## src/rtl/ltc_tick_sched_if.sv

```systemverilog
// Control and strobe bundle between the LTC pins/datapath and ltc_tick_sched.
// half_tick and frame_start are one-cycle strobes with no back-pressure: every strobe must be consumed in its cycle.
interface ltc_tick_sched_if;
    logic       run;
    logic [1:0] rate_sel;
    logic       half_tick;
    logic [6:0] bit_idx;
    logic       half;
    logic       frame_start;
    logic [1:0] rate_active;
    logic       busy;
    logic       drop_frame;
    logic [1:0] dbg_state;

    modport master (
        output run, rate_sel,
        input  half_tick, bit_idx, half, frame_start, rate_active, busy, drop_frame, dbg_state
    );

    modport slave (
        input  run, rate_sel,
        output half_tick, bit_idx, half, frame_start, rate_active, busy, drop_frame, dbg_state
    );
endinterface

```

## src/rtl/ltc_tick_sched.sv

```systemverilog
// ltc_tick_sched: phase-accumulator scheduler producing half-bit-cell and frame strobes for LTC.
// Build option LTC_DROPFRAME_EN: rate_sel 2'b10 runs at 29.97 fps and raises drop_frame.
module ltc_tick_sched #(
    parameter int unsigned CLK_HZ = 10_000_000,
    parameter int unsigned ACC_W  = 40
) (
    input  logic            clk,
    input  logic            reset,
    ltc_tick_sched_if.slave bus
);

    typedef enum logic [1:0] {
        ST_IDLE     = 2'd0,
        ST_RUN      = 2'd1,
        ST_STOPPING = 2'd2
    } state_t;

    localparam logic [ACC_W-1:0] MOD      = ACC_W'(64'(CLK_HZ) * 64'd1001);
    localparam logic [7:0]       POS_LAST = 8'd159;

    function automatic logic [ACC_W-1:0] step_for(input logic [1:0] rate);
        case (rate)
            2'b00:   step_for = ACC_W'(32'd3843840);
            2'b01:   step_for = ACC_W'(32'd4004000);
`ifdef LTC_DROPFRAME_EN
            2'b10:   step_for = ACC_W'(32'd4800000);
`else
            2'b10:   step_for = ACC_W'(32'd4804800);
`endif
            default: step_for = ACC_W'(32'd4804800);
        endcase
    endfunction

    state_t           state_q, state_d;
    logic [ACC_W-1:0] acc_q, acc_d;
    logic [7:0]       pos_q, pos_d;
    logic [1:0]       cell_rate_q, cell_rate_d;
    logic [1:0]       rate_active_q, rate_active_d;
    logic             half_tick_q, half_tick_d;
    logic             frame_start_q, frame_start_d;
    logic             busy_q, busy_d;
    logic             drop_frame_q, drop_frame_d;

    logic [ACC_W-1:0] acc_sum;
    logic             acc_wrap;
    logic [7:0]       pos_next;

    // cell_rate steps the accumulator and swaps only at frame_start, so the
    // last half-cell of a frame still runs at the rate that frame started with.
    always_comb begin
        acc_sum  = acc_q + step_for(cell_rate_q);
        acc_wrap = (acc_sum >= MOD);
        pos_next = (pos_q == POS_LAST) ? 8'd0 : pos_q + 8'd1;
    end

    always_comb begin
        state_d       = state_q;
        acc_d         = acc_q;
        pos_d         = pos_q;
        cell_rate_d   = cell_rate_q;
        rate_active_d = rate_active_q;
        half_tick_d   = 1'b0;
        frame_start_d = 1'b0;

        case (state_q)
            ST_IDLE: begin
                acc_d = '0;
                pos_d = '0;
                if (bus.run) begin
                    state_d       = ST_RUN;
                    half_tick_d   = 1'b1;
                    frame_start_d = 1'b1;
                    rate_active_d = bus.rate_sel;
                    cell_rate_d   = bus.rate_sel;
                end
            end
            ST_RUN, ST_STOPPING: begin
                if (acc_wrap) begin
                    acc_d         = acc_sum - MOD;
                    pos_d         = pos_next;
                    half_tick_d   = 1'b1;
                    frame_start_d = (pos_next == 8'd0);
                    if (pos_next == POS_LAST) begin
                        rate_active_d = bus.rate_sel;
                    end
                    if (pos_next == 8'd0) begin
                        cell_rate_d = rate_active_q;
                    end
                end else begin
                    acc_d = acc_sum;
                end

                if (state_q == ST_RUN) begin
                    if (!bus.run) begin
                        state_d = ST_STOPPING;
                    end
                end else if (bus.run) begin
                    state_d = ST_RUN;
                end else if (acc_wrap && (pos_next == POS_LAST)) begin
                    state_d = ST_IDLE;
                end
            end
            default: begin
                state_d = ST_IDLE;
            end
        endcase

        busy_d = (state_d != ST_IDLE);
`ifdef LTC_DROPFRAME_EN
        drop_frame_d = (rate_active_d == 2'b10);
`else
        drop_frame_d = 1'b0;
`endif
    end

    always_ff @(posedge clk or posedge reset) begin
        if (reset) begin
            state_q       <= ST_IDLE;
            acc_q         <= '0;
            pos_q         <= '0;
            cell_rate_q   <= '0;
            rate_active_q <= '0;
            half_tick_q   <= 1'b0;
            frame_start_q <= 1'b0;
            busy_q        <= 1'b0;
            drop_frame_q  <= 1'b0;
        end else begin
            state_q       <= state_d;
            acc_q         <= acc_d;
            pos_q         <= pos_d;
            cell_rate_q   <= cell_rate_d;
            rate_active_q <= rate_active_d;
            half_tick_q   <= half_tick_d;
            frame_start_q <= frame_start_d;
            busy_q        <= busy_d;
            drop_frame_q  <= drop_frame_d;
        end
    end

    assign bus.half_tick   = half_tick_q;
    assign bus.bit_idx     = pos_q[7:1];
    assign bus.half        = pos_q[0];
    assign bus.frame_start = frame_start_q;
    assign bus.rate_active = rate_active_q;
    assign bus.busy        = busy_q;
    assign bus.drop_frame  = drop_frame_q;
    assign bus.dbg_state   = state_q;

endmodule

```

## src/flat_wrapper.sv

```systemverilog
// flat-port wrapper written by rule: the top's interface ports become plain ports
module ltc_tick_sched_flat 
#(
    parameter int unsigned CLK_HZ = 10_000_000,
    parameter int unsigned ACC_W  = 40
)
  (clk, reset, bus_run, bus_rate_sel, bus_half_tick, bus_bit_idx, bus_half, bus_frame_start, bus_rate_active, bus_busy, bus_drop_frame, bus_dbg_state);
  ltc_tick_sched_if bus_i ();
  input  logic clk;
  input  logic reset;
  input wire logic [$bits(bus_i.run)-1:0] bus_run;
  input wire logic [$bits(bus_i.rate_sel)-1:0] bus_rate_sel;
  output wire logic [$bits(bus_i.half_tick)-1:0] bus_half_tick;
  output wire logic [$bits(bus_i.bit_idx)-1:0] bus_bit_idx;
  output wire logic [$bits(bus_i.half)-1:0] bus_half;
  output wire logic [$bits(bus_i.frame_start)-1:0] bus_frame_start;
  output wire logic [$bits(bus_i.rate_active)-1:0] bus_rate_active;
  output wire logic [$bits(bus_i.busy)-1:0] bus_busy;
  output wire logic [$bits(bus_i.drop_frame)-1:0] bus_drop_frame;
  output wire logic [$bits(bus_i.dbg_state)-1:0] bus_dbg_state;
  assign bus_i.run = bus_run;
  assign bus_i.rate_sel = bus_rate_sel;
  assign bus_half_tick = bus_i.half_tick;
  assign bus_bit_idx = bus_i.bit_idx;
  assign bus_half = bus_i.half;
  assign bus_frame_start = bus_i.frame_start;
  assign bus_rate_active = bus_i.rate_active;
  assign bus_busy = bus_i.busy;
  assign bus_drop_frame = bus_i.drop_frame;
  assign bus_dbg_state = bus_i.dbg_state;
  ltc_tick_sched #(.CLK_HZ(CLK_HZ), .ACC_W(ACC_W)) u_core (.clk(clk), .reset(reset), .bus(bus_i));
endmodule
```

## config.mk

```make
export PLATFORM = sky130hd
export DESIGN_NAME = ltc_tick_sched_flat
export DESIGN_NICKNAME = d
export VERILOG_FILES = /design/src/rtl/ltc_tick_sched_if.sv /design/src/rtl/ltc_tick_sched.sv /design/src/flat_wrapper.sv
export SDC_FILE = /design/constraint.sdc
export NUM_CORES = 1
export LEC_CHECK = 0
export BUFFER_PORTS_ARGS = -buffer_cell sky130_fd_sc_hd__buf_2
export CAP_MARGIN = 20
export CORE_UTILIZATION = 64
export DETAILED_ROUTE_END_ITERATION = 10
export PLACE_DENSITY = 0.94
export SLEW_MARGIN = 5
export SYNTH_ARGS = -nofsm -noshare
export SYNTH_HDL_FRONTEND = slang
export SYNTH_SLANG_ARGS = --single-unit
```

## constraint.sdc

```tcl
create_clock -name clk -period 6.2 [get_ports clk]
set_input_delay 1.24 -clock clk [delete_from_list [all_inputs] [get_ports clk]]
set_output_delay 1.24 -clock clk [all_outputs]
set_load 0.02 [all_outputs]
```

# == After elaboration in Yosys (flattened, before gate mapping) ==
# Cells that the tools add are included.
# word_totals
inputBits,5
output_inout_bits,16
regBits,57
word_cells,55
# op_classes
order_cmp,1
addsub,3
muxes,24
eq_ne,9
n_reduce_logical,10
# op_table
operator,count
40-bit one-hot mux with 2 select lines,1
23-bit one-hot mux with 2 select lines,1
40-bit by 23-bit adder with 40-bit output,1
"40-bit by 34-bit greater-or-equal comparator with 1-bit output, second input constant",1
40-bit two-way mux,1
"40-bit by 34-bit subtractor with 40-bit output, second input constant",1
2-bit two-way mux,10
"8-bit == test, second input constant",2
8-bit two-way mux,2
8-bit one-hot mux with 2 select lines,1
2-bit one-hot mux with 2 select lines,3
"8-bit by 1-bit adder with 8-bit output, second input constant",1
8-bit logical NOT,1
4-bit AND reduction,2
"2-bit by 1-bit != test with 1-bit output, second input constant",3
"2-bit by 1-bit == test with 1-bit output, second input constant",2
2-bit logical NOT,2
1-bit one-hot mux with 2 select lines,2
2-bit nonzero test,2
1-bit two-way mux,3
"2-bit == test, second input constant",1
"2-bit != test, second input constant",1
2-bit AND reduction,1
2-bit OR reduction,1
1-bit logical AND,1

# == Logic depth before layout (Yosys ltp) ==
# Gate-level depths: netlist (run 1).
# logic_depth
depth_word,10
mapped_depth,22

# == Least setup slack after synthesis (run 1) ==
# OpenSTA, ideal clock, no wires.
# synth_timing
path_type,register to register
start,register u_core.cell_rate_q[1]
end,register u_core.rate_active_q[0] (netlist: u_core.bus.rate_active[0])
t_arrival_ps,4603
slack_ps,1472
period_less_slack_ps,4728
required_time_ps,6075
n_path_buf,5
path_stages_with_launch,21
path_cell_list,dfrtp_1 -> buf_6 -> buf_6 -> buf_2 -> buf_2 -> xor2_1 -> ha_1 -> a21oi_1 -> o211ai_1 -> o211a_1 -> o31ai_4 -> a21oi_4 -> xnor2_1 -> or3_1 -> or3_1 -> o21ai_2 -> or2_1 -> buf_4 -> nand2_1 -> a21oi_1 -> mux2_2
# synth_between
elab_chain_len,6
word_cells_on_any_way,7
classes_between,1 x add/sub; 1 x order compare; 2 x eq/ne; 1 x mux; 2 x reduce/logical
# synth_rtl
item,line,source
"start, declared",ltc_tick_sched.sv:37,"logic [1:0] cell_rate_q, cell_rate_d;"
"start signal, assigned",ltc_tick_sched.sv:131,cell_rate_q <= cell_rate_d;
2-bit by 1-bit == test with 1-bit output / 2-bit logical NOT (equally long branches),ltc_tick_sched.sv:22,case (rate)
23-bit one-hot mux with 2 select lines (*),ltc_tick_sched.sv:22,
40-bit by 23-bit adder with 40-bit output (*),ltc_tick_sched.sv:51,acc_sum = acc_q + step_for(cell_rate_q);
40-bit by 34-bit greater-or-equal comparator with 1-bit output (*),ltc_tick_sched.sv:52,acc_wrap = (acc_sum >= MOD);
2-bit by 1-bit != test with 1-bit output (no line) (*),n/a,
4-bit AND reduction (no line) (*),n/a,
"end signal, assigned",ltc_tick_sched.sv:132,rate_active_q <= rate_active_d;
"end, declared",ltc_tick_sched.sv:38,"logic [1:0] rate_active_q, rate_active_d;"
# Every way passes the cells marked *; elsewhere a longest branch is shown, timed or not.
# A chain may end at the register's enable or synchronous reset.

# == Worst setup path after layout (run 1) ==
# layout_timing
start,register u_core.cell_rate_q[0]
end,register u_core.acc_q[34]
# layout_between
elab_chain_len,6
word_cells_on_any_way,8
classes_between,2 x add/sub; 1 x order compare; 1 x eq/ne; 3 x mux; 1 x reduce/logical
# layout_rtl
item,line,source
2-bit by 1-bit == test with 1-bit output / 2-bit logical NOT (equally long branches),ltc_tick_sched.sv:22,
23-bit one-hot mux with 2 select lines (*),ltc_tick_sched.sv:22,
40-bit by 23-bit adder with 40-bit output (*),ltc_tick_sched.sv:51,
40-bit by 34-bit subtractor with 40-bit output / 40-bit by 34-bit greater-or-equal comparator with 1-bit output (equally long branches),"ltc_tick_sched.sv:79, ltc_tick_sched.sv:52",
40-bit two-way mux (*),ltc_tick_sched.sv:78,if (acc_wrap) begin
40-bit one-hot mux with 2 select lines (*),ltc_tick_sched.sv:65,case (state_q)
"end signal, assigned",ltc_tick_sched.sv:119,acc_q <= '0;
"end signal, assigned",ltc_tick_sched.sv:129,acc_q <= acc_d;
"end, declared",ltc_tick_sched.sv:35,"logic [ACC_W-1:0] acc_q, acc_d;"
# Marked as above.

==> out/qor.yml, run 1 <==
status: "finished, final reports clean"
synth.avg_cell_area_sq_um: 7.535
worst_slack_ns: 0.6068
cts_sinks: 52
cts_tree: "built"
path_cells: "nand2b_1 > inv_1 > ha_1 > ha_1 > a21oi_1 > o211ai_1 > a221oi_1 > nor4_2 > a211oi_1 > a2111o_1 > a221o_1 > nand4b_1 > a211oi_2 > nor2_2 > o21ai_0 > a211o_1 > nand3_1"
hp-class: "reg2reg"
num_antenna_cells: 0
cts-root-buf: "clkbuf_8"
worst_setup_path_start_kind: "flop"
maxCapViolCount: 0
antenna_found_initial: 0
ys.flop_type: "dfrtp_1"
arrival_ns: 5.85
syn-num-nets: 749
critical_path_class: "reg2reg"
cts-resized-gates: 0
crit_start: "u_core.cell_rate_q[0]"
slowest_delay_ns: 0.80
fin_crit_ns: 5.593
fin_nets: 727
drt_iter0_drc: 626
register_area_sq_um: 1301
critPathCaptureType: "flop"
die_area_sq_um: 8981
ys_ff_latch: 52
p_per_area_nw_per_um2: 491.5
grt_pass1_wl_um: 24320
slew_headroom: 0.3470
synthArstFlopShare: 1.000
place.port_buffers: 19
gp_congestion: 1.057
clk_latency_ns: 0.32
drc: 0
die_w_um: 94.77
hpwl_um: 10580
area_delta_synth_final_pct: 2.317
fin_area_sq_um: 5635
grt_start_max_net_pins: 53
hp-start: "u_core.acc_q[21]"
wl_per_cell_um: 18.00
final_util: 0.6824
drv_slew: 0
final_common_cell: "nand2_1"
yosys.cell_types.count: 86
required_ns: 6.46
grt_util_all_layers: 0.3393
vias: 5743
multi_input_area_sq_um: 3844
grt_pass1_vias: 5123
io_pins: 21
grt_overflow_total: 0
fill_cells: 662
placement_rows: 33
fin_tns_setup_ns: 0
fin_total_pwr_w: 0.002770
avgViaCountPerCell: 7.047
clkTransAtPathRegs_ns: 0.11
syn_area_sq_um: 5508
clk_path_buf_depth: 2
critPathMaxFanout: 24
rsz0062_at_grt: "false"
setup_viol: 0
wirelength_um: 14670
die_y_um: 94.77
r2r_start: "u_core.cell_rate_q[0]"
leakagePower_nw: 2.231
cts_made_buffers: 5
slowest_stage: "nor2_2"
irDropWorstVdd_v: 0.0003494
max_freq_mhz: 178.8
initial_core_util: 0.6670
antenna_left: 0
post-cts-setup-buffer-count: 0
hold_violations: 0
worst_pin_slew_ns: 0.9785
synth-edff-count: 0
core_sq_um: 8258
period_share: 0.9021
dpl-instance-area_sq_um: 5522
drive_gt1_frac: 0.09577
finClkSkew_ns: 0.01220
synth_cells: 731
ctsHoldBuffers: 0
yosysSeqAreaShare: 0.2363
crit_top_cell: "ha_1"
pre_cts_ws_ns: 0.7840
htree_levels: 2
ys.warnings.count: 0
final_cell_mix: "nand2_1, o21ai_0, dfrtp_1"
drt_pass1_iterations: 5
## cells by family (layout without fill, tap and decap cells)
group	Yosys count	after routing	share of synthesized area
and+or+nand+nor	277	277	0.2592
AOI/OAI and AO/OA	233	233	0.2883
buffers and inverters	81	60	0.06588
xor gates and xnor gates	67	67	0.1065
DFF	52	52	0.2363
adders and majority gates	15	15	0.03339
muxes	5	5	0.009768
other	1	1	0.0006809
## final timing paths
path / end / slack, ns / cells past startpoint
max in group asynchronous: u_core.acc_q[11] / 4.84 / 3
hold reg to reg: u_core.acc_q[21] / 0.52 / 2
hold / removal: u_core.acc_q[21] / 0.52 / 2
min in group asynchronous: u_core.acc_q[25] / 0.86 / 2
setup reg to reg: u_core.acc_q[34] / 0.61 / 17
setup / recovery: u_core.acc_q[34] / 0.61 / 17
## stage by stage
stage / std cells / hold slack, ns
6_report: 815 / 0.5235
5_1_grt: 815 / 0.5444
4_1_cts: 814 / 0.5259
3_5_place_dp: 806 / 0.5006
3_3_place_gp: 806 / 0.4850
2_1_floorplan: 731 / 0.4581
## cells in the mapped netlist, drive strengths merged, types with 12 or more instances
cell    instances  share of area
nand4          12          0.014
clkbuf         34          0.023
nor3           20          0.018
a21oi          41          0.039
or3            19          0.022
nor2           46          0.033
inv            24          0.016
a211oi         13          0.019
a31oi          13          0.015
nand2          78          0.053
ha             13          0.030
nand3          33          0.030
and3           14          0.016
xnor2          43          0.068
buf            23          0.026
dfrtp          52           0.24
o21ai          79          0.072
xor2           24          0.038
## metal layers
layer / track usage / vias to the layer above / wire length, um
met5: 0 / - / 0
met4: 0.1275 / 0 / 405
met3: 0.05878 / 50 / 1344
met2: 0.5468 / 356 / 6820
met1: 0.4539 / 2706 / 6103
li1: - / 2631 / -
## worst max-delay path: cells and delay by family (launching register included)
kind / cells / cell delay [ns]
AO/OA/AOI/OAI: 9 / 2.55
AND/OR/NAND/NOR: 5 / 1.82
flip-flops: 1 / 0.52
adder cells (fa/ha/maj): 2 / 0.46
buffers and inverters: 1 / 0.19
## power breakdown
| group | switching [W] | internal [W] |
|---|---|---|
| logic | 0.00129 | 0.000715 |
| registers | 0.000141 | 0.000413 |
| clock network | 0.000124 | 0.0000826 |
| total | 0.00156 | 0.00121 |
## flip-flops by register name, indices dropped and copies added (netlist names)
| register | flops |
|---|---|
| u_core.acc_q | 35 |
| u_core.bus.frame_start | 1 |
| u_core.pos_q | 8 |
| u_core.bus.busy | 1 |
| u_core.bus.dbg_state | 2 |
| u_core.bus.half_tick | 1 |
| u_core.cell_rate_q | 2 |
| u_core.bus.rate_active | 2 |
## cell type report
cell class                 instances  area share
sequential                        52      0.2309
clock buffer                       5     0.01221
clock inverter                     3    0.004441
tap                              105     0.02331
timing repair buffer              28     0.03108
multi-input combinational        598      0.6821
inverter                          24     0.01599
No activity file was read; power rests on OpenSTA's default activity.
==> run 2, diff against run 1 <==
- CORE_MARGIN: default -> 2
==> run 2 against run 1 <==
Compared with the run above:
- flip-flop and latch count stayed put
- clock-buffer cell count stayed put
- sequential share of layout area hardly changed
- register-to-register slack worse by 0.16 ns
- clock skew is 0.0010 ns higher
- final cell count stayed put
- hold slack worse by 0.0084 ns
- non-clock buffer count stayed put
- critical endpoint is now u_core.acc_q[35]
- highest routed layer unchanged
==> out/qor.yml, run 2 (synthesized netlist as in run 1, its figures left out) <==
p_per_area_nw_per_um2: 492.9  # was 491.5 nW/um^2
io_pins: 21  # unchanged
htree_levels: 2  # unchanged
max_freq_mhz: 173.8  # was 178.8 MHz
path_cells: "nand2b_1 > inv_1 > ha_1 > ha_1 > a21oi_1 > o211ai_1 > a2111oi_2 > o31ai_2 > xor2_1 > and3_1 > a221o_1 > nand4b_1 > a211oi_4 > or2_1 > buf_4 > a31oi_1 > o21ai_0 > a21bo_2"  # was nand2b_1 > inv_1 > ha_1 > ha_1 > a21oi_1 > o211ai_1 > a221oi_1 > nor4_2 > a211oi_1 > a2111o_1 > a221o_1 > nand4b_1 > a211oi_2 > nor2_2 > o21ai_0 > a211o_1 > nand3_1
core_sq_um: 8299  # was 8258 sq um
drv_slew: 0  # unchanged
irDropWorstVdd_v: 0.0003569  # was 0.0003494 V
place.port_buffers: 19  # unchanged
crit_start: "u_core.cell_rate_q[1]"  # was u_core.cell_rate_q[0]
status: "finished, final reports clean"  # unchanged
drt_pass1_iterations: 5  # unchanged
top_regs: "u_core.acc_q: 35 flops, u_core.pos_q: 8 flops"  # unchanged
holdPathStages: 2  # unchanged
timing.rr.end: "u_core.acc_q[35]"  # was u_core.acc_q[34]
period_share: 0.9280  # was 0.9021
clk_path_buf_depth: 2  # unchanged
final_util: 0.6807  # was 0.6824
wl_per_cell_um: 18.37  # was 18.00 um
grt_pass1_wl_um: 24790  # was 24320 um
final_cell_mix: "nand2_1, o21ai_0, dfrtp_1"  # unchanged
max_flop_register: "u_core.acc_q"  # unchanged
antenna_left: 0  # unchanged
dpl.cell_count: 806  # unchanged
critical_path_class: "reg2reg"  # unchanged
leakagePower_nw: 2.232  # was 2.231 nW
critPathMaxFanout: 14  # was 24
grt_overflow_total: 0  # unchanged
crit_top_cell: "ha_1"  # unchanged
fin_crit_ns: 5.754  # was 5.593 ns
grt_start_max_net_pins: 53  # unchanged
maxCapViolCount: 0  # unchanged
cts-root-buf: "clkbuf_8"  # unchanged
final_common_cell: "nand2_1"  # unchanged
drive_gt1_frac: 0.09718  # was 0.09577
worst_pin_slew_ns: 0.8319  # was 0.9785 ns
wirelength_um: 14970  # was 14670 um
hpwl_um: 10380  # was 10580 um
slowest_stage: "a2111oi_2"  # was nor2_2
largest_reg_flops: 35  # unchanged
cts-resized-gates: 0  # unchanged
slowest_delay_ns: 0.57  # was 0.80 ns
post-cts-setup-buffer-count: 0  # unchanged
fin_tns_setup_ns: 0  # unchanged
die_w_um: 96.77  # was 94.77 um
r2r_start: "u_core.cell_rate_q[1]"  # was u_core.cell_rate_q[0]
drt_iter0_drc: 603  # was 626
fin_nets: 727  # unchanged
drc: 0  # unchanged
placement_rows: 33  # unchanged
area_delta_synth_final_pct: 2.567  # was 2.317%
hp-start: "u_core.acc_q[21]"  # unchanged
grt_pass1_vias: 5186  # was 5123
min_to: "u_core.acc_q[21]"  # unchanged
hp-class: "reg2reg"  # unchanged
antenna_found_initial: 0  # unchanged
initial_core_util: 0.6637  # was 0.6670
grt_util_all_layers: 0.3114  # was 0.3393
vias: 5714  # was 5743
fin_cells: 815  # unchanged
setup_viol: 0  # unchanged
ctsHoldBuffers: 0  # unchanged
hold_violations: 0  # unchanged
rr_worst_depth: 18  # was 17
clkTransAtPathRegs_ns: 0.11  # about the same
r2r_setup_slack_ns: 0.45  # was 0.61 ns
critPathCaptureType: "flop"  # unchanged
die_y_um: 96.77  # was 94.77 um
cts_made_buffers: 5  # unchanged
die_area_sq_um: 9364  # was 8981 sq um
worst_setup_path_start_kind: "flop"  # unchanged
slew_headroom: 0.4411  # was 0.3470
clk_latency_ns: 0.33  # was 0.32 ns
finClkSkew_ns: 0.01323  # was 0.01220 ns
rsz0062_at_grt: "false"  # unchanged
cts_tree: "built"  # unchanged
required_ns: 6.43  # was 6.46 ns
gp_congestion: 0.9885  # was 1.057
cts_sinks: 52  # unchanged
arrival_ns: 5.99  # was 5.85 ns
num_antenna_cells: 0  # unchanged
avgViaCountPerCell: 7.011  # was 7.047
run 2: report_power, final:
part | internal [W] | leakage [nW] | switching, W
sequential | 0.000414 | 0.695 | 0.000152
combinational | 0.000714 | 1.49 | 0.00129
clock | 0.0000826 | 0.0452 | 0.000129
run 2: metal layers:
metal / part of all wire / wire length [um] / vias to the layer above / GRT usage
met5: 0 / 0 / - / 0
met4: 0.027 / 407 / 0 / 0.1148
met3: 0.083 / 1249 / 50 / 0.03468
met2: 0.47 / 7060 / 320 / 0.5059
met1: 0.42 / 6255 / 2712 / 0.4294
li1: - / - / 2632 / -
run 2: layout make-up:
type,instances,area (sq um)
fillers,652,2650
well taps,105,131.4
clock buffers,5,68.82
repair buffers,28,175.2
multi-input cells,598,3856
flip-flops and latches,52,1303
clock inverters,3,25.02
inverters,24,90.09
run 2: critical path: cells and delay by family (launching register included):
kind                       cells  cell delay [ns]
adders and majority gates      2             0.48
xor gates and xnor gates       1             0.42
and+or+nand+nor                4             1.15
AOI/OAI and AO/OA              9             2.66
buffers and inverters          2             0.40
DFF                            1             0.54
run 2: per-stage QoR:
stage	instance area, sq um	worst slack [ns]	hold WS (ns)	total power, W
2_1_floorplan	5508	1.472	0.4581	0.002077
3_3_place_gp	5522	0.8172	0.4843	0.002389
3_5_place_dp	5522	0.4823	0.4895	0.002480
4_1_cts	5615	0.3811	0.5168	0.002710
5_1_grt	5649	0.1361	0.5457	0.002961
6_report	5649	0.4463	0.5151	0.002785
run 2: worst max path at each step:
| stage | to | slack (ns) | cells after the start |
|---|---|---|---|
| 6_report | u_core.acc_q[35] | 0.45 | 18 |
| 5_1_grt | u_core.acc_q[35] | 0.14 | 18 |
| 4_1_cts | u_core.acc_q[34] | 0.38 | 17 |
| 3_5_place_dp | u_core.acc_q[35] | 0.48 | 17 |
| 3_3_place_gp | u_core.acc_q[34] | 0.82 | 17 |
| 2_1_floorplan | u_core.bus.rate_active[0] | 1.47 | 20 |
==> run 3, diff against run 2 <==
- PLACE_DENSITY: 0.94 -> 0.81
==> run 3 against run 2 <==
Compared with the run above:
- first-iteration DRC count decreased by 30%
- core utilization about the same
- worst setup slack improved by 0.035 ns
- global-route usage decreased by 0.54 points
- clock-buffer cell count unchanged
- register-to-register slack improved by 0.03 ns
- power decreased by 0.79%
- critical endpoint is now u_core.bus.rate_active[1]
- flip-flop and latch count unchanged
- sequential power decreased by 3%
- clock skew increased by 0.0019 ns
- clock power decreased by 4%
- largest power group unchanged
==> out/qor.yml, run 3 (synthesized netlist as in run 1, its figures left out) <==
ctsHoldBuffers: 0  # unchanged
holdPathStages: 2  # unchanged
htree_levels: 2  # unchanged
required_ns: 6.40  # was 6.43 ns
critical_path_class: "reg2reg"  # unchanged
die_area_sq_um: 9364  # unchanged
rr_worst_depth: 18  # unchanged
p_per_area_nw_per_um2: 489.3  # was 492.9 nW/um^2
drive_gt1_frac: 0.09831  # was 0.09718
drc: 0  # unchanged
area_delta_synth_final_pct: 2.522  # was 2.567%
cts_sinks: 52  # unchanged
clk_latency_ns: 0.32  # was 0.33 ns
grt_pass1_vias: 5105  # was 5186
hp-class: "reg2reg"  # unchanged
maxCapViolCount: 0  # unchanged
antenna_left: 0  # unchanged
cts_tree: "built"  # unchanged
period_share: 0.9224  # was 0.9280
grt_start_max_net_pins: 53  # unchanged
avgViaCountPerCell: 6.662  # was 7.011
status: "finished, final reports clean"  # unchanged
gp_congestion: 0.9973  # was 0.9885
fin_total_pwr_w: 0.002763  # was 0.002785 W
critPathTopFamily: "compound AO/OA/AOI/OAI gates"  # unchanged
drt_iter0_drc: 423  # was 603
fin_tns_setup_ns: 0  # unchanged
critPathMaxFanout: 13  # was 14
die_y_um: 96.77  # unchanged
critPathCaptureType: "flop"  # unchanged
final_util: 0.6804  # was 0.6807
hold_violations: 0  # unchanged
cp.depth: 18  # unchanged
path_cells: "nand2b_1 > inv_1 > ha_1 > ha_1 > a21oi_1 > o211ai_1 > a2111oi_2 > o31ai_2 > xor2_1 > and3_1 > a221o_1 > nand4b_1 > a211oi_2 > or2_1 > buf_4 > nand2_1 > a21oi_1 > mux2_2"  # was nand2b_1 > inv_1 > ha_1 > ha_1 > a21oi_1 > o211ai_1 > a2111oi_2 > o31ai_2 > xor2_1 > and3_1 > a221o_1 > nand4b_1 > a211oi_4 > or2_1 > buf_4 > a31oi_1 > o21ai_0 > a21bo_2
cts_made_buffers: 5  # unchanged
post-cts-setup-buffer-count: 0  # unchanged
finClkSkew_ns: 0.01515  # was 0.01323 ns
worst_setup_path_start_kind: "flop"  # unchanged
slew_headroom: 0.5135  # was 0.4411
timing.rr.end: "u_core.bus.rate_active[1]"  # was u_core.acc_q[35]
leakagePower_nw: 2.239  # was 2.232 nW
hold_slack_ns: 0.5084  # was 0.5151 ns
place.port_buffers: 19  # unchanged
setup_viol: 0  # unchanged
r2r_setup_slack_ns: 0.48  # was 0.45 ns
hpwl_um: 10470  # was 10380 um
grt_util_all_layers: 0.3059  # was 0.3114
top_regs: "u_core.acc_q: 35 flops, u_core.pos_q: 8 flops"  # unchanged
final_cell_mix: "nand2_1, o21ai_0, dfrtp_1"  # unchanged
grt_overflow_total: 0  # unchanged
final_common_cell: "nand2_1"  # unchanged
cp-endpoint: "u_core.bus.rate_active[1]"  # was u_core.acc_q[35]
io_pins: 21  # unchanged
largest_reg_flops: 35  # unchanged
multi_input_area_sq_um: 3844  # was 3856 sq um
die_w_um: 96.77  # unchanged
fin_crit_ns: 5.719  # was 5.754 ns
drt_pass1_iterations: 5  # unchanged
cts-root-buf: "clkbuf_8"  # unchanged
clk_path_buf_depth: 2  # unchanged
max_flop_register: "u_core.acc_q"  # unchanged
clkTransAtPathRegs_ns: 0.11  # about the same
placement_rows: 33  # unchanged
r2r_start: "u_core.cell_rate_q[0]"  # was u_core.cell_rate_q[1]
num_antenna_cells: 0  # unchanged
register_area_sq_um: 1301  # was 1303 sq um
slowest_delay_ns: 0.59  # was 0.57 ns
cts-resized-gates: 0  # unchanged
cp.buffers_inverters: 2  # unchanged
rsz0062_at_grt: "false"  # unchanged
grt_pass1_wl_um: 24360  # was 24790 um
max_freq_mhz: 174.9  # was 173.8 MHz
irDropWorstVdd_v: 0.0004015  # was 0.0003569 V
fill_cells: 694  # was 652
core_sq_um: 8299  # unchanged
wirelength_um: 14390  # was 14970 um
vias: 5443  # was 5714
wl_per_cell_um: 17.61  # was 18.37 um
fin_nets: 729  # was 727
drv_slew: 0  # unchanged
slowest_stage: "a2111oi_2"  # unchanged
worst_pin_slew_ns: 0.7264  # was 0.8319 ns
antenna_found_initial: 0  # unchanged
initial_core_util: 0.6637  # unchanged
arrival_ns: 5.92  # was 5.99 ns
crit_start: "u_core.cell_rate_q[0]"  # was u_core.cell_rate_q[1]
-- run 3: cell count changes in the layout (fill, tap and decap cells not counted) --
cell and change:
nor2_4 -1, nor2_2 +1, dfrtp_1 +1, a211oi_4 -1
inv_6 -1, a211oi_2 +1, dfrtp_2 -1, clkinv_2 +1
buf_4 +2
-- run 3: through the flow --
stage / cells / instance area (sq um) / setup slack, ns
2_1_floorplan: 731 / 5508 / 1.472
6_report: 817 / 5647 / 0.4810
4_1_cts: 816 / 5627 / 0.6171
3_3_place_gp: 808 / 5537 / 0.9028
5_1_grt: 817 / 5647 / 0.1193
3_5_place_dp: 808 / 5537 / 0.6738
-- run 3: per-layer routing --
| layer | track usage | part of all wire | vias to the layer above |
|---|---|---|---|
| li1 | - | - | 2647 |
| met1 | 0.4221 | 0.44 | 2513 |
| met2 | 0.4856 | 0.46 | 238 |
| met3 | 0.04191 | 0.069 | 45 |
| met4 | 0.1235 | 0.031 | 0 |
| met5 | 0 | 0 | - |
-- run 3: area by class of cell --
cell class                      instances  area share
Timing Repair Buffer                   30     0.03368
Inverter                               24     0.01595
Clock buffer                            5     0.01219
Clock inverter                          3    0.003767
Tap cell                              105     0.02327
Multi-Input combinational cell        598      0.6807
Sequential cell                        52      0.2304
-- run 3: how the worst min path moves through the flow --
stage | start | to | slack (ns)
2_1_floorplan | u_core.acc_q[12] | u_core.acc_q[12] | 0.46
4_1_cts | u_core.acc_q[21] | u_core.acc_q[21] | 0.51
3_3_place_gp | u_core.acc_q[18] | u_core.acc_q[18] | 0.49
5_1_grt | u_core.acc_q[5] | u_core.acc_q[5] | 0.56
3_5_place_dp | u_core.acc_q[21] | u_core.acc_q[21] | 0.49
6_report | u_core.acc_q[21] | u_core.acc_q[21] | 0.51
-- run 3: where the power goes --
part           switching (W)  internal [W]  leakage, nW  total (W)
clock               0.000122     0.0000805       0.0445   0.000203
sequential          0.000138      0.000413        0.696   0.000551
combinational        0.00128      0.000731         1.50    0.00201
-- run 3: worst register-to-register path, stage by stage, from the launching register on --
cell and delay (ns):
dfrtp_1 0.50, nand2b_1 0.20, inv_1 0.14, ha_1 0.26, ha_1 0.22, a21oi_1 0.28
o211ai_1 0.30, a2111oi_2 0.59, o31ai_2 0.17, xor2_1 0.42, and3_1 0.30, a221o_1 0.23
nand4b_1 0.15, a211oi_2 0.59, or2_1 0.31, buf_4 0.23, nand2_1 0.12, a21oi_1 0.23
mux2_2 0.36
